$ cat src/rtl/l15_resp_pkg.sv
// Shared types and helpers for the L1.5 responder: request/return codes, FSM states,
// byte swap between the big-endian L1.5 side and the little-endian memory, byte enables.
package l15_resp_pkg;

  // L1.5 request types as driven by the core's L1.5 adapter
  typedef enum logic [4:0] {
    RqLoad  = 5'b00000,
    RqStore = 5'b00001,
    RqIfill = 5'b10000
  } rqtype_e;

  // L1.5 return types as decoded by the core's L1.5 adapter
  typedef enum logic [3:0] {
    RetLoad  = 4'b0000,
    RetIfill = 4'b0001,
    RetStAck = 4'b0100
  } rettype_e;

  typedef enum logic [1:0] {
    StIdle,
    StRd,
    StWr,
    StResp
  } state_e;

  // Little-endian byte k lands in big-endian byte lane k (bits [63-8k -: 8])
  function automatic logic [63:0] byteswap64(input logic [63:0] d);
    logic [63:0] r;
    r = '0;
    for (int k = 0; k < 8; k++) begin
      r[63-8*k -: 8] = d[8*k +: 8];
    end
    return r;
  endfunction

  // Byte-enable mask for an access of 1<<size bytes at byte offset off in a 64-bit word
  function automatic logic [7:0] be_from_size(input logic [2:0] size, input logic [2:0] off);
    logic [7:0] m;
    case (size)
      3'd0:    m = 8'h01;
      3'd1:    m = 8'h03;
      3'd2:    m = 8'h0F;
      3'd3:    m = 8'hFF;
      default: m = 8'h00;
    endcase
    return m << off;
  endfunction

endpackage

$ cat src/rtl/l15_resp_line_asm.sv
// Read-line assembly: counts returned memory words, byte-swaps each into its slot of the
// return line, and flags the last expected word.
module l15_resp_line_asm #(
  parameter int unsigned LineWidth = 128,
  parameter int unsigned CntWidth  = 2
) (
  input  logic                 clk_i,
  input  logic                 rst_ni,
  input  logic                 clear_i,
  input  logic                 rvalid_i,
  input  logic [63:0]          rdata_i,
  input  logic [CntWidth-1:0]  beats_i,
  output logic                 last_o,
  output logic [LineWidth-1:0] line_o
);
  import l15_resp_pkg::*;

  localparam int unsigned Words = LineWidth / 64;

  logic [CntWidth-1:0]  rcv_q, rcv_d;
  logic [LineWidth-1:0] line_q, line_d;

  assign last_o = rvalid_i && ((rcv_q + CntWidth'(1)) == beats_i);
  assign line_o = line_q;

  // Clear on a new request so nc-load upper words and store acks read back as zero
  always_comb begin
    rcv_d  = rcv_q;
    line_d = line_q;
    if (clear_i) begin
      rcv_d  = '0;
      line_d = '0;
    end else if (rvalid_i) begin
      for (int w = 0; w < Words; w++) begin
        if (rcv_q == CntWidth'(w)) begin
          line_d[64*w +: 64] = byteswap64(rdata_i);
        end
      end
      rcv_d = rcv_q + CntWidth'(1);
    end
  end

  // Receive counter and line register
  always_ff @(posedge clk_i) begin
    if (!rst_ni) begin
      rcv_q  <= '0;
      line_q <= '0;
    end else begin
      rcv_q  <= rcv_d;
      line_q <= line_d;
    end
  end

endmodule

$ cat src/rtl/l15_resp_engine.sv
// L1.5 request responder: serves one load / ifill / store at a time from a simple SRAM-style
// memory port and returns the matching big-endian L1.5 return packet.
module l15_resp_engine #(
  parameter int unsigned LineWidth = 128,
  parameter int unsigned AddrWidth = 40,
  parameter int unsigned TidWidth  = 2
) (
  input  logic                 clk_i,
  input  logic                 rst_ni,
  input  logic                 req_val_i,
  input  logic [4:0]           req_rqtype_i,
  input  logic                 req_nc_i,
  input  logic [2:0]           req_size_i,
  input  logic [TidWidth-1:0]  req_threadid_i,
  input  logic [AddrWidth-1:0] req_address_i,
  input  logic [63:0]          req_data_i,
  output logic                 req_header_ack_o,
  output logic                 rtrn_val_o,
  input  logic                 rtrn_ack_i,
  output logic [3:0]           rtrn_returntype_o,
  output logic                 rtrn_nc_o,
  output logic [TidWidth-1:0]  rtrn_threadid_o,
  output logic [LineWidth-1:0] rtrn_data_o,
  output logic                 mem_req_o,
  input  logic                 mem_gnt_i,
  output logic                 mem_we_o,
  output logic [AddrWidth-1:0] mem_addr_o,
  output logic [7:0]           mem_be_o,
  output logic [63:0]          mem_wdata_o,
  input  logic                 mem_rvalid_i,
  input  logic [63:0]          mem_rdata_i,
  output logic                 err_o
);
  import l15_resp_pkg::*;

  localparam int unsigned MaxBeats = LineWidth / 64;
  localparam int unsigned CntWidth = $clog2(MaxBeats) + 1;
  localparam logic [AddrWidth-1:0] LineMask = ~AddrWidth'(LineWidth / 8 - 1);
  localparam logic [AddrWidth-1:0] WordMask = ~AddrWidth'(7);

  state_e               state_q, state_d;
  logic [4:0]           rqtype_q, rqtype_d;
  logic                 nc_q, nc_d;
  logic [2:0]           size_q, size_d;
  logic [TidWidth-1:0]  tid_q, tid_d;
  logic [AddrWidth-1:0] addr_q, addr_d;
  logic [63:0]          data_q, data_d;
  logic [CntWidth-1:0]  beats_q, beats_d;
  logic [CntWidth-1:0]  issued_q, issued_d;
  logic                 err_q, err_d;

  logic accept;
  logic misaligned;
  logic rd_last;

  assign accept           = (state_q == StIdle) && req_val_i;
  assign req_header_ack_o = accept;
  assign rtrn_val_o       = (state_q == StResp);
  assign rtrn_nc_o        = nc_q;
  assign rtrn_threadid_o  = tid_q;
  assign err_o            = err_q;

  l15_resp_line_asm #(
    .LineWidth (LineWidth),
    .CntWidth  (CntWidth)
  ) u_line_asm (
    .clk_i    (clk_i),
    .rst_ni   (rst_ni),
    .clear_i  (accept),
    .rvalid_i (mem_rvalid_i && (state_q == StRd)),
    .rdata_i  (mem_rdata_i),
    .beats_i  (beats_q),
    .last_o   (rd_last),
    .line_o   (rtrn_data_o)
  );

  // Store alignment: offset must be a multiple of the access size; sizes above 8B are illegal
  always_comb begin
    case (size_q)
      3'd0:    misaligned = 1'b0;
      3'd1:    misaligned = addr_q[0];
      3'd2:    misaligned = |addr_q[1:0];
      3'd3:    misaligned = |addr_q[2:0];
      default: misaligned = 1'b1;
    endcase
  end

  // Return type follows the registered request type
  always_comb begin
    case (rqtype_q)
      RqIfill: rtrn_returntype_o = RetIfill;
      RqStore: rtrn_returntype_o = RetStAck;
      default: rtrn_returntype_o = RetLoad;
    endcase
  end

  // FSM next state, request capture and memory port drive
  always_comb begin
    state_d     = state_q;
    rqtype_d    = rqtype_q;
    nc_d        = nc_q;
    size_d      = size_q;
    tid_d       = tid_q;
    addr_d      = addr_q;
    data_d      = data_q;
    beats_d     = beats_q;
    issued_d    = issued_q;
    err_d       = 1'b0;
    mem_req_o   = 1'b0;
    mem_we_o    = 1'b0;
    mem_addr_o  = '0;
    mem_be_o    = '0;
    mem_wdata_o = '0;
    unique case (state_q)
      StIdle: begin
        if (req_val_i) begin
          rqtype_d = req_rqtype_i;
          nc_d     = req_nc_i;
          size_d   = req_size_i;
          tid_d    = req_threadid_i;
          data_d   = req_data_i;
          addr_d   = req_address_i;
          issued_d = '0;
          beats_d  = CntWidth'(MaxBeats);
          case (req_rqtype_i)
            RqLoad: begin
              state_d = StRd;
              if (req_nc_i) begin
                beats_d = CntWidth'(1);
                addr_d  = req_address_i & WordMask;
              end else begin
                addr_d  = req_address_i & LineMask;
              end
            end
            // Instruction fills always fetch the whole line
            RqIfill: begin
              state_d = StRd;
              addr_d  = req_address_i & LineMask;
            end
            RqStore: state_d = StWr;
            default: err_d = 1'b1;
          endcase
        end
      end
      StRd: begin
        if (issued_q < beats_q) begin
          mem_req_o  = 1'b1;
          mem_be_o   = 8'hFF;
          mem_addr_o = addr_q + (AddrWidth'(issued_q) << 3);
          if (mem_gnt_i) begin
            issued_d = issued_q + CntWidth'(1);
          end
        end
        if (rd_last) begin
          state_d = StResp;
        end
      end
      StWr: begin
        if (misaligned) begin
          err_d   = 1'b1;
          state_d = StResp;
        end else begin
          mem_req_o   = 1'b1;
          mem_we_o    = 1'b1;
          mem_addr_o  = addr_q & WordMask;
          mem_be_o    = be_from_size(size_q, addr_q[2:0]);
          mem_wdata_o = byteswap64(data_q);
          if (mem_gnt_i) begin
            state_d = StResp;
          end
        end
      end
      StResp: begin
        if (rtrn_ack_i) begin
          state_d = StIdle;
        end
      end
      default: state_d = StIdle;
    endcase
  end

  // State and request registers
  always_ff @(posedge clk_i) begin
    if (!rst_ni) begin
      state_q  <= StIdle;
      rqtype_q <= '0;
      nc_q     <= 1'b0;
      size_q   <= '0;
      tid_q    <= '0;
      addr_q   <= '0;
      data_q   <= '0;
      beats_q  <= '0;
      issued_q <= '0;
      err_q    <= 1'b0;
    end else begin
      state_q  <= state_d;
      rqtype_q <= rqtype_d;
      nc_q     <= nc_d;
      size_q   <= size_d;
      tid_q    <= tid_d;
      addr_q   <= addr_d;
      data_q   <= data_d;
      beats_q  <= beats_d;
      issued_q <= issued_d;
      err_q    <= err_d;
    end
  end

endmodule

$ cat config.mk
export PLATFORM = sky130hd
export DESIGN_NAME = l15_resp_engine
export DESIGN_NICKNAME = d
export VERILOG_FILES = /design/src/rtl/l15_resp_pkg.sv /design/src/rtl/l15_resp_line_asm.sv /design/src/rtl/l15_resp_engine.sv
export SDC_FILE = /design/constraint.sdc
export NUM_CORES = 1
export LEC_CHECK = 0
export CAP_MARGIN = 20
export CORE_MARGIN = 10
export CORE_UTILIZATION = 48
export CTS_CLUSTER_DIAMETER = 30
export CTS_CLUSTER_SIZE = 20
export DETAILED_ROUTE_END_ITERATION = 6
export GPL_TIMING_DRIVEN = 0
export PLACE_DENSITY = 0.87
export SYNTH_ARGS = -nofsm -noshare
export SYNTH_HDL_FRONTEND = slang
export SYNTH_SLANG_ARGS = --single-unit
$ cat constraint.sdc
create_clock -name clk_i -period 3.8 [get_ports clk_i]
set_clock_uncertainty 0.15 [all_clocks]
set_input_delay 0.57 -clock clk_i [delete_from_list [all_inputs] [get_ports clk_i]]
set_output_delay 0.57 -clock clk_i [all_outputs]
set_load 0.03 [all_outputs]
# Word-level counts from Yosys, hierarchy flattened

Cells that the tools add are included.

Register bits: 252
Input bits: 185
Output and inout bits: 252
Logic and storage cells: 92

Add/subtract/negate cells: 3
Magnitude comparators: 1
Equality and inequality tests: 19
Shift-type cells: 1
Mux-type cells: 36
Bitwise gates (word level): 1
Reductions and logical operators: 18

Operator list:

| kind                                                            | number |
|---|---|
| 64-bit two-way mux                                              | 2 |
| 40-bit two-way mux                                              | 2 |
| 40-bit one-hot mux with 2 select lines                          | 1 |
| 40-bit by 5-bit adder with 40-bit output                        | 1 |
| 8-bit two-way mux                                               | 4 |
| 8-bit one-hot mux with 4 select lines                           | 1 |
| 2-bit two-way mux                                               | 10 |
| 8-bit one-hot mux with 2 select lines                           | 1 |
| 5-bit by 1-bit == test with 1-bit output, second input constant | 2 |
| 5-bit == test, second input constant                            | 2 |
| 2-bit one-hot mux with 2 select lines                           | 2 |
| 2-bit one-hot mux with 4 select lines                           | 1 |
| 4-bit one-hot mux with 2 select lines                           | 1 |
| 8-bit by 3-bit left shift with 8-bit output                     | 1 |
| 3-bit by 2-bit == test with 1-bit output, second input constant | 2 |
| 1-bit two-way mux                                               | 6 |
| 2-bit inequality test, second input constant                    | 3 |
| 3-bit one-hot mux with 2 select lines                           | 1 |
| 2-bit AND reduction                                             | 3 |
| 2-bit OR reduction                                              | 3 |
| 3-bit OR reduction                                              | 2 |
| 5-bit logical NOT                                               | 1 |
| 5-bit AND reduction                                             | 1 |
| 2-bit by 1-bit adder with 2-bit output, second input constant   | 2 |
| 17 further kinds                                                | 24 |

# Logic depth before layout (Yosys ltp)

Gate-level depths: netlist (run 1).

Depth after elaboration: 7
Depth in mapped cells: 10

# Cells and area by module

Synthesis (run 1) repeated with hierarchy kept, for this count alone.

Cells, all modules: 1,496
Area total of the unflattened synthesis: 12,384.4 µm²

By module, submodules not included:

| module            | times used | cells an instance | area each (µm²) |
|---|---|---|---|
| l15_resp_engine   | 1          | 899               | 6,706.4 |
| l15_resp_line_asm | 1          | 597               | 5,677.9 |

# Worst setup path before layout (run 1)

OpenSTA, ideal clock, no wires.

Path kind: register to output
Start: reg state_q[0]
End: out mem_addr_o[12]
Data arrival time: 2,850 ps
Required time: 3,080 ps
Setup slack: 230 ps
Cell stages (with the launch flop): 9
Path buffers: 3
Path through: dfxtp_1 -> inv_1 -> ha_1 -> buf_2 -> clkinv_1 -> a211o_1 -> clkbuf_1 -> buf_2 -> o41ai_1

Word-level cells in the longest chain between the ends: 2

Ends and longest elaborated chain:

| item                                                                             | line                   | RTL |
|---|---|---|
| start, declared                                                                  | l15_resp_engine.sv:41  | `state_e state_q, state_d;` |
| start signal, assigned                                                           | l15_resp_engine.sv:185 | `state_q <= StIdle;` |
| start signal, assigned                                                           | l15_resp_engine.sv:196 | `state_q <= state_d;` |
| 2-bit == test / 2-bit by 1-bit == test with 1-bit output (equally long branches) | l15_resp_engine.sv:114 | `unique case (state_q)` |
| 40-bit one-hot mux with 2 select lines *                                         | l15_resp_engine.sv:114 |  |
| end, declared                                                                    | l15_resp_engine.sv:27  | `output logic [AddrWidth-1:0] mem_addr_o,` |

Mark *: on every way between the ends. The rest lies on a longest branch, timed or not.

# Worst setup path after layout (run 1)

Start: reg addr_q[2]
End: out mem_req_o

Word-level cells in the longest chain between the ends: 4

Ends and longest elaborated chain:

| item                                  | line                   | RTL |
|---|---|---|
| start, declared                       | l15_resp_engine.sv:46  | `logic [AddrWidth-1:0] addr_q, addr_d;` |
| start signal, assigned                | l15_resp_engine.sv:201 | `addr_q <= addr_d;` |
| 3-bit OR reduction                    | l15_resp_engine.sv:83  | `3'd3: misaligned = \|addr_q[2:0];` |
| 1-bit one-hot mux with 4 select lines | l15_resp_engine.sv:79  | `case (size_q)` |
| 1-bit two-way mux                     | l15_resp_engine.sv:159 | `if (misaligned) begin` |
| 1-bit one-hot mux with 2 select lines | l15_resp_engine.sv:114 |  |
| end, declared                         | l15_resp_engine.sv:24  | `output logic mem_req_o,` |

Every way passes these cells.

==> results of run 1 <==
-- state kept, by name, indices dropped and copies added (netlist names), 3 cells and up --
signal and cells:
u_line_asm.line_o 128, data_q 64, rqtype_q 5, size_q 3, addr_q 40
-- how the worst min path moves through the flow --
stage	slack, ps	start	endpoint	depth (start not counted)
after CTS	220	mem_rvalid_i	u_line_asm.rcv_q[1]	3
after global placement	290	u_line_asm.line_o[56]	u_line_asm.line_o[56]	2
after floorplan	290	u_line_asm.rcv_q[1]	u_line_asm.rcv_q[1]	2
after detailed placement	300	u_line_asm.line_o[105]	u_line_asm.line_o[105]	2
after global routing	250	mem_rvalid_i	u_line_asm.rcv_q[1]	3
final	250	mem_rvalid_i	u_line_asm.rcv_q[1]	3
-- metal layers --
| metal | GRT usage [%] | vias up |
|---|---|---|
| met5 | 0 | - |
| met4 | 16.4 | 0 |
| met3 | 8.30 | 165 |
| met2 | 49.8 | 672 |
| met1 | 32.5 | 6014 |
| li1 | - | 5976 |
-- power breakdown --
group	internal [mW]	switching [mW]	leakage (nW)
clock network	3.27	1.54	0.919
logic	0.620	1.18	3.92
registers	2.88	0.178	2.05
total	6.77	2.90	6.89
-- per-stage QoR --
step	instances	utilization, %	setup TNS, ps
after detailed placement	2240	69.9	-7000
after CTS	2337	78.0	-12.7
final	2340	78.0	0
after global placement	2240	69.9	-7620
after floorplan	1495	-	0
after global routing	2340	78.0	-87.6
-- cells in the mapped netlist, types with 6 or more instances --
library cell | n | area, µm²
sky130_fd_sc_hd__nand2_1 | 531 | 1990
sky130_fd_sc_hd__dfxtp_1 | 252 | 5040
sky130_fd_sc_hd__a21oi_1 | 154 | 771
sky130_fd_sc_hd__a21boi_0 | 116 | 871
sky130_fd_sc_hd__clkbuf_1 | 91 | 342
sky130_fd_sc_hd__and2_1 | 69 | 432
sky130_fd_sc_hd__nand3_1 | 37 | 185
sky130_fd_sc_hd__nor2_1 | 35 | 131
sky130_fd_sc_hd__o21ai_0 | 30 | 150
sky130_fd_sc_hd__inv_1 | 17 | 63.8
sky130_fd_sc_hd__a31oi_1 | 14 | 87.6
sky130_fd_sc_hd__nand4_1 | 12 | 75.1
sky130_fd_sc_hd__o211ai_1 | 11 | 82.6
sky130_fd_sc_hd__buf_1 | 10 | 37.5
sky130_fd_sc_hd__buf_2 | 10 | 50.1
sky130_fd_sc_hd__ha_1 | 10 | 125
sky130_fd_sc_hd__nor3_1 | 8 | 40.0
sky130_fd_sc_hd__or4_1 | 8 | 60.1
sky130_fd_sc_hd__and3_1 | 7 | 43.8
sky130_fd_sc_hd__nand2b_1 | 6 | 37.5
-- repair_timing --
| action | in CTS | in global routing |
|---|---|---|
| pin swaps | 3 | 0 |
| cloned | 0 | 0 |
| hold endpoints to repair | 0 | 0 |
| endpoints found under the setup margin | 112 | 69 |
| buffers inserted | 3 | 1 |
| resized for setup | 171 | 62 |
-- cell families after synthesis --
kind of cell,count (synthesis)
AND/OR/NAND/NOR,736
AO/OA/AOI/OAI,357
flip-flops,252
buffers and inverters,132
adder cells (fa/ha/maj),11
XOR/XNOR,3
multiplexers,2
other,1
-- cell type report --
class	instances	area (µm²)	share of cell area [%]
tap	313	392	2.20
clock inverter	30	478	2.69
antenna	2	5.00	0.0282
inverter	19	76.3	0.430
buffer	112	462	2.60
clock buffer	65	1420	7.99
timing repair buffer	436	4180	23.5
multi-input combinational	1111	5710	32.1
sequential	252	5050	28.4
-- critical path, stage by stage (launching register included) --
cell and delay [ps]:
sky130_fd_sc_hd__dfxtp_1 300, sky130_fd_sc_hd__clkbuf_1 280, sky130_fd_sc_hd__a21o_1 200, sky130_fd_sc_hd__a211oi_2 80
sky130_fd_sc_hd__nand2_1 170, sky130_fd_sc_hd__inv_1 80, sky130_fd_sc_hd__and2_1 150, sky130_fd_sc_hd__buf_2 160
sky130_fd_sc_hd__nor2_2 300, sky130_fd_sc_hd__inv_1 140, sky130_fd_sc_hd__clkdlybuf4s50_1 620
==> run summary, run 1 <==
For the worst setup path, the data arrival time is between 3000 and 4000 ps. The worst register-to-register path ends at data_q[6]. The count of max-cap constraint violations came out at 0. The commonest non-fill, non-tap cell in the layout is sky130_fd_sc_hd__nand2_1. The largest net degree at the start of global routing came out at 16. In the final layout, the share of cells above drive strength 1 is under 10%. The number of hold buffers added after CTS was 0.

After legalization and detailed placement, the total HPWL measured between 30000 and 40000 µm. The routed wire length on met3 came out at about 4300 µm. The source of the critical timing path is addr_q[2]. The number of antenna violations at the first check in global routing is 2.

The first-pass GRT wire length came out at 71700 µm. The count of yosys warnings during synthesis came out at 0. The worst setup path is of the register to primary output kind. The post-synthesis register bit count is roughly 250. The post-detailed-route DRC marker count is 0. The maximum clock path buffer count is 3.

The top cell types in the final layout, fill and taps aside, are sky130_fd_sc_hd__nand2_1 (531), sky130_fd_sc_hd__clkdlybuf4s50_1 (325), sky130_fd_sc_hd__dfxtp_1 (251). The most critical setup path has its endpoint at mem_req_o. The via count of the first global-routing pass was 12700. The flow ran to the end, and the final reports show no timing, DRC or antenna violations. The final setup violation count came out at 0. Summed over all cells, the static leakage comes to between 6 and 7 nW. The multiplexer share of the synthesized area came out at 0.179%. The capturing element type of the critical path is a primary output. The final weighted congestion in routability-driven placement came out at ~0.95. The global-route usage over all layers came out at around 29%.

The xor and xnor fraction of the mapped netlist area came out at 0.235%. The transition time at the pin with the least slew margin is about 850 ps. The number of buffers inserted by port buffering came out at between 400 and 500. The register-to-register setup slack is a little over 800 ps. The post-route standard cell area excluding fillers is roughly 18000 µm².

The area added between synthesis and finish came out at 58.7%. The number of iterations in the first detailed-routing pass is 6. The row count came out at between 50 and 60. The final period utilization is a little over nine tenths. The cell area reported after detailed placement is about 16000 µm². The width of the die is around 170 µm. The later pin in the worst-skew pair is clocked with a latency of roughly 550 ps. For the worst setup path, the data required time is around 3100 ps. The area of the die came out at approximately 30000 µm². During I/O placement, the number of pins put on the boundary was about 440.

The synthesized netlist devotes about 29% of its cell area to simple gates. On the final layout, the worst hold slack is around 250 ps. TritonCTS built the clock tree. The count of flip-flops with a built-in enable after synthesis came out at 0.

The post-synthesis compound-gate area fraction came out at 19.9%. The level count of the clock H-tree came out at 2. STA classifies the critical path startpoint as a register. The final max-slew violation count came to 0. The synthesized area divided by synthesized cell count came out at 7.49 µm². The count of cells along the worst register-to-register path is 8. The async set or reset register ratio after synthesis is 0%. For the finished layout, the period the worst path requires is around 3700 ps. Wire segments on met2 add up to approximately 22000 µm in the final route. The clock net in this run drives a total of ~250 sinks.

The total design power is 9.68 mW. For this block, the initial DRC count from the detailed router was roughly 1100. The post-detailed-route wirelength per cell came out at between 15 and 20 µm.

The number of cells produced by synthesis came out at ~1500. The total detailed-routing wirelength came out at about 47000 µm. The mapped cell area is around 11000 µm².

The total number of vias is roughly 13000. Dividing total power by cell area gives a power density of around 540 nW/µm². The total CTS buffers came out at 51. The headroom to the max-slew limit came out at roughly 42%. For this run, the top clock speed supported by timing is between 0.2 and 0.3 GHz.

In this run the worst hold path is classified as input port to register. In the final design database the tool counted around 2200 nets. The smallest setup slack after layout came out at slightly above 60 ps.

The total area inside the core boundary comes to 22800 µm². The count of endpoints failing hold in the final timing report is 0. The startpoint identified for the worst register-to-register timing path is state_q[1]. The distinct cell type count after synthesis came out at 53. The adder and majority gate portion of the synthesized area is roughly 1.3%. The count of nets left with antenna violations once routing finished came out at 0.

After detailed routing, the number of vias per cell comes to roughly 5.5. The worst slack at placement came out at -362 ps. The initial cell density of the core is slightly below 50%.

The maximum vdd ir drop came out at about 0.55 mV. In the synthesized netlist the dominant register cell turns out to be sky130_fd_sc_hd__dfxtp_1. The clock transition at the registers of the reported paths came out at around 50 ps. The highest metal layer carrying signal wires in the routed design is met4. The count of filler cells inserted in the layout is 1565. The aggregate global routing overflow came out at 0.

The height of the die is about 170 µm. Setup repair after global routing could not meet its margin everywhere. The sequential share of the synthesized area came out at 45.1%. The cell sitting at the root of the clock tree is a sky130_fd_sc_hd__clkbuf_16. In this run the worst path has a maximum fanout of 9. After synthesis, the largest family of logic cells by area is simple AND/OR/NAND/NOR gates. The detailed router put a total of between 15000 and 20000 µm of wire on met1.
Note: power is estimated with default switching activity, not from simulation.
==> inputs of run 2 (changes only) <==
- CORE_ASPECT_RATIO: unset -> 1.2
- CTS_CLUSTER_DIAMETER: 30 -> 150
- RECOVER_POWER: unset -> 50
==> run summary, run 2 (synthesized netlist as in run 1, its figures left out) <==
The wire-length estimate of the detail-placed layout is roughly 35000 µm. The via count of the first global-routing pass came to about 12000. The sum of buffers and inverters on the critical path came out at 5.

The total overflow left after global routing is 0. The depth of the worst hold-timing path came out at 3. The upper clock frequency limit came out at between 0.2 and 0.3 GHz. The most numerous cell type found on the critical path is sky130_fd_sc_hd__buf_2. In this run the number of H-tree levels came out at 1. The number of violations reported at the end of detailed-routing iteration 0 came out at between 700 and 800. The signal on the critical path passes through inv_1 > ha_1 > buf_4 > clkinv_4 > a211o_4 > buf_2 > or4_1 > nand3_1 > buf_2. VDD sags by at most 0.375 mV. The run finished with clean final reports.

The cell count along the critical path came out at 9. The clock insertion delay at the later pin of the skew report is 500 ps. Setup repair after global routing could not meet its margin everywhere. Dividing the final minimum period by the clock period gives between 90 and 100%. The flip-flop count of the largest register, all copies and words added is roughly 130.

Setup violations remaining at the end of the flow were counted as 0. The headroom to the max-slew limit came out at between 50 and 60%. The delay of the slowest cell on the worst path is a little over 500 ps. The count of endpoints failing hold in the final timing report came to 0. The total design power came out at 6.53 mW. The largest net degree at the start of global routing came out at 21. The net count reported at finish is between 2000 and 2500. The final max-slew violation count came out at 0.

The arrival time of the worst setup path is approximately 3000 ps. The count of cells along the worst register-to-register path is 8. The total CTS buffers came out at 16. The floorplan step defined a core boundary enclosing between 20000 and 25000 µm². The final weighted congestion in routability-driven placement is between 0.9 and 1. The total number of vias is about 12000. The floorplan step set the die width to 159 µm.

After detailed routing, the total wire length is 44800 µm. The initial cell density of the core is 48.6%. STA classifies the critical path startpoint as a register.

The critical path in this run is classified as register to primary output. The first-pass GRT wire length is 67100 µm. The capturing element type of the critical path is a primary output. The count of max-cap constraint violations came out at 0. The biggest fanout along the worst timing path came out at 10. After filler insertion, the fill cell instance count of the layout stands at 1948.

The number of buffers inserted by port buffering came out at roughly 430. The area of the die is 29900 µm². After clock tree synthesis, the clock-pin slew on the worst setup and hold paths is 80 ps.

In the routed design, unresolved DRC markers number 0. The height of the die is around 190 µm. From synthesis to final layout, the design area changed by 46.0%. The maximum clock path buffer count is 3.

The cell leakage power came out at slightly below 7 nW. Dividing total power by cell area gives a power density of ~400 nW/µm². The remaining antenna violation count is 0. The data required time at the worst endpoint is 3080 ps. TritonCTS built the clock tree. The worst min-delay path class is input port to register.

The global-route usage over all layers came out at between 20 and 30%. The library cell used most frequently in the layout, excluding fill and tap cells, is sky130_fd_sc_hd__nand2_1. CTS placed an instance of sky130_fd_sc_hd__clkbuf_16 at the clock tree root.

The top cell types in the final layout, fill and taps aside, are sky130_fd_sc_hd__nand2_1 (531), sky130_fd_sc_hd__dfxtp_1 (251), sky130_fd_sc_hd__clkdlybuf4s50_1 (193). After the flow finishes, the layout carries non-filler instances totaling 2268. The category of cells accounting for the largest share of critical-path delay is buffers and inverters.

The floorplan has 61 rows. In the final routed layout, each cell accounts on average for 19.7 µm. The transition time at the pin with the least slew margin came out at approximately 700 ps. The final critical path time including I/O delays and setup is ~3700 ps.

During I/O placement, the number of pins put on the boundary was 437. In the routed layout, each cell is associated on average with a via count of between 5 and 6. Cells with a size suffix above 1 make up 4.61% of the layout. The clock sink count came out at 252. On the critical path, the stage with the largest delay is an instance of sky130_fd_sc_hd__or4_1. The total instance count after detailed placement is ~2200.

The number of iterations in the first detailed-routing pass came out at 5. The number of antenna violations at the first check in global routing came to 2.
[run 2: worst paths after layout]
kind | start | endpoint | slack, ps
max | state_q[0] | mem_addr_o[20] | 70
min reg2reg | u_line_asm.line_o[124] | u_line_asm.line_o[124] | 300
min | mem_rvalid_i | u_line_asm.rcv_q[1] | 270
max reg2reg | state_q[0] | issued_q[1] | 890
[run 2: metal layers]
metal  routed length [µm]  vias to the layer above  share of wire [%]  global-route usage [%]
met5                    0                        -                  0                       0
met3                 3870                      134                8.6                    7.73
li1                     -                     5864                  -                       -
met2                21700                      601                 48                    47.2
met1                16900                     5800                 38                    30.8
met4                 2320                        0                5.2                    13.9
[run 2: what timing repair did]
item / in CTS / in global routing
pin swaps: 1 / 1
endpoints found under the hold margin: 0 / 0
hold buffers: 0 / 0
setup buffers: 1 / 6
gates resized for setup: 171 / 51
cloned: 0 / 0
setup endpoints to repair: 111 / 57
[run 2: stage by stage]
stage / setup WS (ps) / instance area, µm² / hold WS [ps] / util [%] / setup TNS (ps)
after floorplan: 230 / 11200 / 286 / - / 0
after global placement: -381 / 15900 / 291 / 69.0 / -5700
after detailed placement: -394 / 15900 / 296 / 69.0 / -7120
after CTS: 10.4 / 16300 / 263 / 70.6 / 0
after global routing: -10.7 / 16300 / 301 / 70.9 / -39.0
final: 65.2 / 16300 / 271 / 70.9 / 0
[run 2: power by group]
part / switching (mW) / internal, mW / leakage (nW)
registers: 0.176 / 2.87 / 2.05
logic: 1.17 / 0.610 / 4.45
clock network: 0.911 / 0.803 / 0.214
[run 2: final cells by class]
type / instances / area [µm²] / share of cell area (%)
multi-input combinational: 1111 / 5710 / 34.9
sequential: 252 / 5050 / 30.9
timing repair buffer: 439 / 4220 / 25.8
buffer: 112 / 459 / 2.81
clock buffer: 17 / 425 / 2.60
tap: 315 / 394 / 2.41
inverter: 19 / 76.3 / 0.467
clock inverter: 1 / 8.76 / 0.0536
antenna: 2 / 5.00 / 0.0306
[run 2: worst reg2reg max path, cell delays in order (launching register included)]
cell and delay [ps]:
sky130_fd_sc_hd__dfxtp_1 390, sky130_fd_sc_hd__inv_1 100, sky130_fd_sc_hd__ha_1 260, sky130_fd_sc_hd__nand2_1 130, sky130_fd_sc_hd__clkbuf_1 520, sky130_fd_sc_hd__clkbuf_1 460
sky130_fd_sc_hd__buf_1 470, sky130_fd_sc_hd__o2111ai_1 220, sky130_fd_sc_hd__o21ai_0 130
==> inputs of run 3 (changes only) <==
- CORE_AREA: unset -> 2 2 170 172
- CORE_ASPECT_RATIO: 1.2 -> unset
- CORE_MARGIN: 10 -> unset
- CORE_UTILIZATION: 48 -> unset
- DIE_AREA: unset -> 0 0 172 174
- PLACE_DENSITY: 0.87 -> 0.74
==> run summary, run 3 (synthesized netlist as in run 1, its figures left out) <==
The total number of vias came out at approximately 12000. In the routed layout, each cell is associated on average with a via count of 5.15. Summed over all layers, the routed wires come to about 40000 µm. STA puts the critical path data arrival time at between 2000 and 3000 ps.

Counting the buffers created by CTS gives 16. The number of buffers inserted by port buffering came out at 432. The worst hold path passes through 2 cells.

The final max-slew violation count was 0. The maximum clock path buffer count is 3. The library cell used most frequently in the layout, excluding fill and tap cells, is sky130_fd_sc_hd__nand2_1. STA classifies the critical path startpoint as a register. The upper clock frequency limit came out at roughly 0.27 GHz. The post-route standard cell area excluding fillers is roughly 16000 µm². The height of the die is around 170 µm. The transition time at the pin with the least slew margin came out at slightly below 800 ps. The kind of critical path is register to primary output. The final setup violation count came out at 0. The number of iterations in the first detailed-routing pass is 5. The number of antenna violations at the first check in global routing came out at 1. The count of filler cells inserted in the layout is ~2700. The post-detailed-route wirelength per cell came out at roughly 17 µm.

The clock insertion delay at the later pin of the skew report is 510 ps. Clock tree synthesis found a total of ~250 sinks. The cell area reported after detailed placement is 16000 µm². The maximum vdd ir drop is about 0.29 mV. The global-route usage over all layers is 26.0%. The cell leakage power is approximately 6 nW. The headroom to the max-slew limit is between 40% and 50%.

The first-pass GRT wire length came out at 62100 µm. The met3 track utilization from global routing came out at 6.33%. The worst hold-check slack came out at between 300 and 400 ps. The count of cells along the worst register-to-register path came out at 8. The area of the die came out at 29900 µm². The I/O pin count came out at between 400 and 500.

The count of endpoints failing hold in the final timing report came out at 0. The row count is 62. The width of the die is between 150 and 200 µm. After clock tree synthesis, the clock-pin slew on the worst setup and hold paths is approximately 90 ps. The cell sitting at the root of the clock tree is a sky130_fd_sc_hd__clkbuf_16. The register area is ~5000 µm². The multi-input combinational cells in the finished layout cover a total of ~5700 µm². The post-detailed-route DRC marker count is 0. The library cells used most frequently in the layout, excluding fill and tap cells, are sky130_fd_sc_hd__nand2_1 (531), sky130_fd_sc_hd__clkdlybuf4s50_1 (322), sky130_fd_sc_hd__dfxtp_1 (249).

The global-route met1 utilization is ~33%. Dividing total power by cell area gives a power density of roughly 400 nW/µm². Traced cell by cell, the critical path runs through inv_1 > ha_1 > buf_4 > clkinv_4 > a211o_4 > clkbuf_4 > or4_1 > nand3_1 > buf_2.

In this run, the number of DRC markers left after iteration 0 of detailed routing was 935. TritonCTS built the clock tree. The aggregate global routing overflow came out at 0. The busiest layer in global routing is met2. The largest single stage delay on the critical path is ~520 ps. The final period utilization came out at between 90% and 100%. The setup TNS after final layout is 0 ps. In the final design database the tool counted about 2100 nets. The count of max-cap constraint violations is 0. The biggest fanout along the worst timing path is 10.

The level count of the clock H-tree is 1. The via count of the first global-routing pass is 11400. The flow ran to the end, and the final reports show no timing, DRC or antenna violations. STA puts the critical path data required time at a little over 3000 ps. Routability-driven placement finished with a final weighted congestion of between 0.8 and 0.9. The core area came out at about 28000 µm².

The largest net degree at the start of global routing came out at 21. In the global route stage, met2 resource usage came out at a little over two fifths. The capturing element type of the critical path is a primary output.

Setup repair after global routing could not meet its margin everywhere. The remaining antenna violation count came out at 0. The half-perimeter wire length after placement is about 31000 µm. After layout, the design draws a total of 6.54 mW. The area added between synthesis and finish came out at 46.5%.

The final critical path time including I/O delays and setup came out at 3690 ps. For this configuration, the core starts out at a cell density of 39.6%. The fraction of layout cells with a size suffix above 1 came out at under 10%.

The flip-flop count of the largest register, all copies and words added is approximately 130. The slowest library cell on the worst path is sky130_fd_sc_hd__or4_1. The worst min-delay path class is register to register.
run 3: timing repair:
action	in CTS	in global routing
endpoints found under the setup margin	114	60
hold buffers	0	0
hold endpoints to repair	0	0
gates resized for setup	168	101
buffers inserted	6	2
pin swaps	1	1
run 3: final timing paths:
| check | startpoint | to | slack [ps] |
|---|---|---|---|
| setup / recovery | state_q[0] | mem_addr_o[20] | 110 |
| hold / removal | u_line_asm.line_o[82] | u_line_asm.line_o[82] | 310 |
| setup reg to reg | state_q[0] | data_q[0] | 830 |
| hold reg to reg | u_line_asm.line_o[82] | u_line_asm.line_o[82] | 310 |
run 3: critical path: cells and delay by family, from the launching register on:
family / cells / cell delay (ps)
compound gates: 1 / 340
fa+ha+maj: 1 / 280
buf+inv: 5 / 810
flops: 1 / 360
simple gates: 2 / 670
run 3: routing by layer:
metal  vias up  routed length [µm]
met5         -                   0
met4         0                1450
met3        92                3440
met2       483               19000
met1      5605               16600
li1       5853                   -
run 3: area by class of cell:
class	count	share of cell area (%)
clock buffer	17	2.59
multi-input combinational	1111	34.8
tap	384	2.93
inverter	19	0.465
antenna	1	0.0153
clock inverter	1	0.0534
sequential	252	30.8
buffer	112	2.83
timing repair buffer	440	25.6
run 3: power breakdown:
part	total (mW)	internal [mW]	switching, mW
combinational	1.78	0.625	1.15
sequential	3.04	2.87	0.170
clock	1.73	0.803	0.922
run 3: per-stage QoR:
stage / instances / util [%] / setup WS [ps]
2_1_floorplan: 1495 / - / 230
3_3_place_gp: 2311 / 56.7 / -412
3_5_place_dp: 2311 / 56.7 / -442
4_1_cts: 2334 / 58.1 / -6.54
5_1_grt: 2337 / 58.1 / -20.0
6_report: 2337 / 58.1 / 112
